==> config.mk <==
export PLATFORM = sky130hd
export DESIGN_NAME = drv_sleep_sequencer
export DESIGN_NICKNAME = d
export VERILOG_FILES = /design/src/rtl/drv_sleep_sequencer.sv
export SDC_FILE = /design/constraint.sdc
export NUM_CORES = 1
export LEC_CHECK = 0
export CORE_MARGIN = 4
export CORE_UTILIZATION = 32
export CTS_CLUSTER_SIZE = 10
export DETAILED_ROUTE_END_ITERATION = 10
export PLACE_DENSITY = 0.6
export RECOVER_POWER = 50
export SLEW_MARGIN = 20
export SYNTH_ARGS = -nofsm -noshare
export SYNTH_HDL_FRONTEND = slang
export SYNTH_SLANG_ARGS = --single-unit
export TNS_END_PERCENT = 10
==> constraint.sdc <==
create_clock -name clkin -period 2.7 [get_ports clkin]
set_input_delay 0.675 -clock clkin [delete_from_list [all_inputs] [get_ports clkin]]
set_output_delay 0.675 -clock clkin [all_outputs]
set_load 0.02 [all_outputs]
==> src/rtl/drv_sleep_sequencer.sv <==
// drv_sleep_sequencer
//
// Power-sequencing block for the motor-driver sleep lines. It wakes requested
// driver groups one at a time, keeping a minimum spacing between wake-ups so
// the 10 V rail sees limited inrush. Disables, whether per group or forced,
// take effect on the next clock with no stagger.
//
// Optional feature macro: DRV_SLEEP_HOLDOFF_EN
//   defined   : every group gets a hold-off counter, so a group that has just
//               gone to sleep cannot re-wake until HOLDOFF_CYC cycles pass.
//   undefined : no hold-off counters are built and HOLD_OFF_US has no effect.
//
// Parameters:
//   GROUPS      number of driver groups (1..16)
//   IN_FREQ_KHZ clkin frequency in kHz
//   STAGGER_US  minimum spacing between two group wake-ups (must give >= 1 cycle)
//   HOLD_OFF_US minimum sleep time before a re-wake (hold-off builds only)
//
// Ports:
//   clkin      in   1       command clock
//   rst_n      in   1       asynchronous active-low reset
//   en_req     in   GROUPS  requested group enables, level-sensitive
//   force_off  in   1       fault/shutdown request, active high
//   sleep_n    out  GROUPS  driver sleep pins, 1 = awake
//   seq_busy   out  1       high while a stagger interval is running
//   in_sync    out  1       sleep_n matches en_req and no stagger running
//
// state  | meaning
// -------+-------------------------------------------------------------
// IDLE   | no stagger running; the next eligible request wakes at once
// SETTLE | stagger interval running; stg_cnt counts down to the next slot

module drv_sleep_sequencer #(
  parameter int GROUPS      = 4,
  parameter int IN_FREQ_KHZ = 16000,
  parameter int STAGGER_US  = 50,
  parameter int HOLD_OFF_US = 10
) (
  input  logic              clkin,
  input  logic              rst_n,
  input  logic [GROUPS-1:0] en_req,
  input  logic              force_off,
  output logic [GROUPS-1:0] sleep_n,
  output logic              seq_busy,
  output logic              in_sync
);

  localparam int STAGGER_CYC = IN_FREQ_KHZ * STAGGER_US / 1000;
  localparam int STG_W       = $clog2(STAGGER_CYC + 1);
  localparam logic [STG_W-1:0] STG_RELOAD = STG_W'(STAGGER_CYC - 1);

  typedef enum logic {
    IDLE   = 1'b0,
    SETTLE = 1'b1
  } state_t;

  state_t            state, state_nxt;
  logic [STG_W-1:0]  stg_cnt, stg_cnt_nxt;
  logic [GROUPS-1:0] holdoff_clear;
  logic [GROUPS-1:0] eligible;
  logic [GROUPS-1:0] wake_sel;
  logic [GROUPS-1:0] sleep_nxt;
  logic              slot_open;

  always_comb begin
    eligible    = en_req & ~sleep_n & holdoff_clear & {GROUPS{~force_off}};
    // Isolate the lowest set bit: only one group may wake per slot.
    wake_sel    = eligible & (~eligible + GROUPS'(1));
    slot_open   = (state == IDLE) || (stg_cnt == '0);
    // Disables apply in every state and never touch the stagger counter.
    sleep_nxt   = sleep_n & en_req;
    state_nxt   = state;
    stg_cnt_nxt = stg_cnt;
    if (force_off) begin
      sleep_nxt   = '0;
      state_nxt   = IDLE;
      stg_cnt_nxt = '0;
    end else if (slot_open && (|eligible)) begin
      sleep_nxt   = sleep_nxt | wake_sel;
      state_nxt   = SETTLE;
      stg_cnt_nxt = STG_RELOAD;
    end else if (state == SETTLE) begin
      if (stg_cnt != '0) begin
        stg_cnt_nxt = stg_cnt - STG_W'(1);
      end else begin
        state_nxt = IDLE;
      end
    end
  end

  always_ff @(posedge clkin or negedge rst_n) begin
    if (!rst_n) begin
      state    <= IDLE;
      stg_cnt  <= '0;
      sleep_n  <= '0;
      seq_busy <= 1'b0;
      in_sync  <= 1'b0;
    end else begin
      state    <= state_nxt;
      stg_cnt  <= stg_cnt_nxt;
      sleep_n  <= sleep_nxt;
      // Both flags are taken from next-state values so they line up with
      // the registered state and sleep_n they describe.
      seq_busy <= (state_nxt == SETTLE);
      in_sync  <= (sleep_nxt == en_req) && (state_nxt == IDLE);
    end
  end

`ifdef DRV_SLEEP_HOLDOFF_EN
  localparam int HOLDOFF_CYC = IN_FREQ_KHZ * HOLD_OFF_US / 1000;
  localparam int HO_W        = (HOLDOFF_CYC > 0) ? $clog2(HOLDOFF_CYC + 1) : 1;

  logic [HO_W-1:0] ho_cnt [GROUPS];

  // Reload on every awake->asleep transition, whatever caused it.
  always_ff @(posedge clkin or negedge rst_n) begin
    if (!rst_n) begin
      for (int i = 0; i < GROUPS; i++) ho_cnt[i] <= '0;
    end else begin
      for (int i = 0; i < GROUPS; i++) begin
        if (sleep_n[i] && !sleep_nxt[i]) begin
          ho_cnt[i] <= HO_W'(HOLDOFF_CYC);
        end else if (ho_cnt[i] != '0) begin
          ho_cnt[i] <= ho_cnt[i] - HO_W'(1);
        end
      end
    end
  end

  always_comb begin
    holdoff_clear = '0;
    for (int i = 0; i < GROUPS; i++) holdoff_clear[i] = (ho_cnt[i] == '0);
  end
`else
  // Without hold-off every group is always clear; HOLD_OFF_US folds to a
  // constant that cannot change the result.
  assign holdoff_clear = {GROUPS{1'b1}} | {GROUPS{HOLD_OFF_US < 0}};
`endif

endmodule

==> results.ini <==
[setup_path]
cp-end-kind = register
critPathKind = reg2reg
worstPathArrival_ns = 2.50
start_kind = register
crit_fanout = 14
cp.required_ns = 2.87

[power_and_ir_drop]
ir_worst_vdd_uv = 253
finalPower_mw = 0.592
leakagePower_nw = 0.473
p_per_area_nw_per_um2 = 533

[cts]
post_cts_resized = 0
hold_buffers = 0
post_cts_buffers = 0
cts_buffers = 3
clockRootBuffer = clkbuf_4
clock-sinks = 16
htree_levels = 1
clkTransAtPathRegs_ns = 0.09
cts.path.max_buffers = 2
cts_tree = built
clock_latency_ns = 0.28

[synth]
synth_top_area_share = 0.428
synth_top_flop_cell = dfrtp_1
synth_area_um2 = 935
syn_nets = 103
ys_async_sr_fraction = 1.00
synth_edf_count = 0
avgSynthCellArea_um2 = 9.84
ys_seq_area_frac = 0.428
ys_seq_elements = 16
synth.distinct_cells = 36
ys_top_cells_by_area = dfrtp_1 (43%), a21oi_1 (4.3%), nor3_1 (3.7%), o21a_1 (3.2%), a31oi_1 (2.7%)
syn_inst = 95
yosys_warnings = 0
synth_top_area_cell = dfrtp_1

[sta]
hold_ws_ns = 0.542
post-route-min-period_ns = 2.32
clock.fmax_ghz = 0.431
maxSlewViolCount = 0
tightest_slew_ns = 0.724
finClkSkew_ns = 0.00149
relSlewSlack = 0.515
timing.final.crit_share = 0.860
fin_ws_ns = 0.378
rsz0062_at_grt = false
setup_violations = 0
hold_viol_final = 0
finalSetupTns_ns = 0

[floorplanning]
dieArea_um2 = 3850
die_h_um = 62.0
core_um2 = 2780
io-pin-count = 13
die_x_um = 62.0
start_util = 0.336
rows = 19

[global_route]
grt_max_degree = 17
grt_usage = 0.108
antenna_found_initial = 0
grt_pass1_wl_um = 3060
overflow = 0
grt_pass1_vias = 691

[route]
vias = 766
first_pass_iters = 4
drtIter0Drc = 18
wirelength_um = 1850
antenna_left = 0
viasPerCell = 5.55
drc_errors = 0
wl_per_cell_um = 13.4

[final_layout]
nets = 116
fill_cells = 268
final_area_um2 = 1110
fin_cells = 138
fin_util = 0.399
diodes = 0
syn2layout_area_growth_pct = 18.7
drive_above_1_share = 0.0841

[placed_design]
placed_cell_area_um2 = 1080
port_buffers = 12
dp_hpwl_um = 1380
placedCellCount = 134
gp_congestion = 0.814
pre_cts_ws_ns = 0.394

[worst_hold_path]
hold_path_class = reg2reg

[outcome]
run_status = finished, final reports clean

[flow_run]
maxCapViolCount = 0

==> flip-flops by register name, summed over array words and instances (netlist names) <==
signal / cells
in_sync: 1
sleep_n: 4
state: 1
stg_cnt: 10
==> Yosys cell counts (2+ instances only) <==
master    count
a211oi_1      2
a21oi_1       8
a31oi_1       4
clkbuf_1      4
dfrtp_1      16
inv_1         5
mux2_1        2
nand2_1       2
nand2b_1      4
nand3_1       3
nor2b_1       2
nor3_1        7
nor3b_1       2
o211a_1       2
o21a_1        4
o21ai_0       5
o31ai_1       2
or4_1         3
==> kinds of logic (layout without fill, tap and decap cells) <==
logic type	count (synthesis)	in the layout	synth area share
buffers and inverters	11	23	0.0535
muxes	2	2	0.0241
AOI/OAI and AO/OA	38	38	0.312
adders and majority gates	1	1	0.0134
DFF	16	16	0.428
and+or+nand+nor	27	27	0.169
==> cell type report <==
class / count / area (µm²) / area share
Inverter: 5 / 18.8 / 0.0169
Multi-Input combinational cell: 68 / 484 / 0.436
Timing Repair Buffer: 14 / 131 / 0.118
Clock buffer: 4 / 36.3 / 0.0327
Sequential cell: 16 / 400 / 0.361
Tap cell: 31 / 38.8 / 0.0349
==> worst max-delay path, stage by stage (launching register included) <==
cell and delay [ns]:
dfrtp_1 0.43, inv_1 0.07, ha_1 0.17, or3b_2 0.57, o41a_4 0.47, mux2_1 0.34, o21a_1 0.17
==> layout by cell type (no fill, tap or decap), types with 3 or more instances in the layout <==
master,Yosys,layout
dfrtp_1,16,16
clkdlybuf4s50_1,0,10
a21oi_1,8,8
nor3_1,7,7
inv_1,5,5
o21ai_0,5,5
nand2b_1,4,4
o21a_1,4,4
a31oi_1,4,4
or4_1,3,3
nand3_1,3,3
clkbuf_4,0,3
==> final timing paths <==
path	depth (start not counted)	startpoint	to	slack [ns]
worst min register to register	1	stg_cnt[0]	stg_cnt[0]	0.54
worst min-delay path	1	stg_cnt[0]	stg_cnt[0]	0.54
min in group asynchronous	1	rst_n	stg_cnt[6]	0.89
max in group asynchronous	1	rst_n	stg_cnt[9]	1.36
worst max-delay path	6	stg_cnt[0]	stg_cnt[9]	0.38
worst max register to register	6	stg_cnt[0]	stg_cnt[9]	0.38
==> where the power goes <==
part / internal, mW / total (mW) / switching [mW]
logic: 0.0672 / 0.150 / 0.0824
registers: 0.260 / 0.288 / 0.0278
clock network: 0.0819 / 0.154 / 0.0723
total: 0.410 / 0.592 / 0.182
==> per-layer routing <==
layer	GRT usage	part of all wire	routed length, µm
met3	0.0248	0.020	37
met4	0.0545	0.011	20
met2	0.167	0.50	916
met5	0	0	0
met1	0.140	0.47	875
Note: power is estimated with default switching activity, not from simulation.
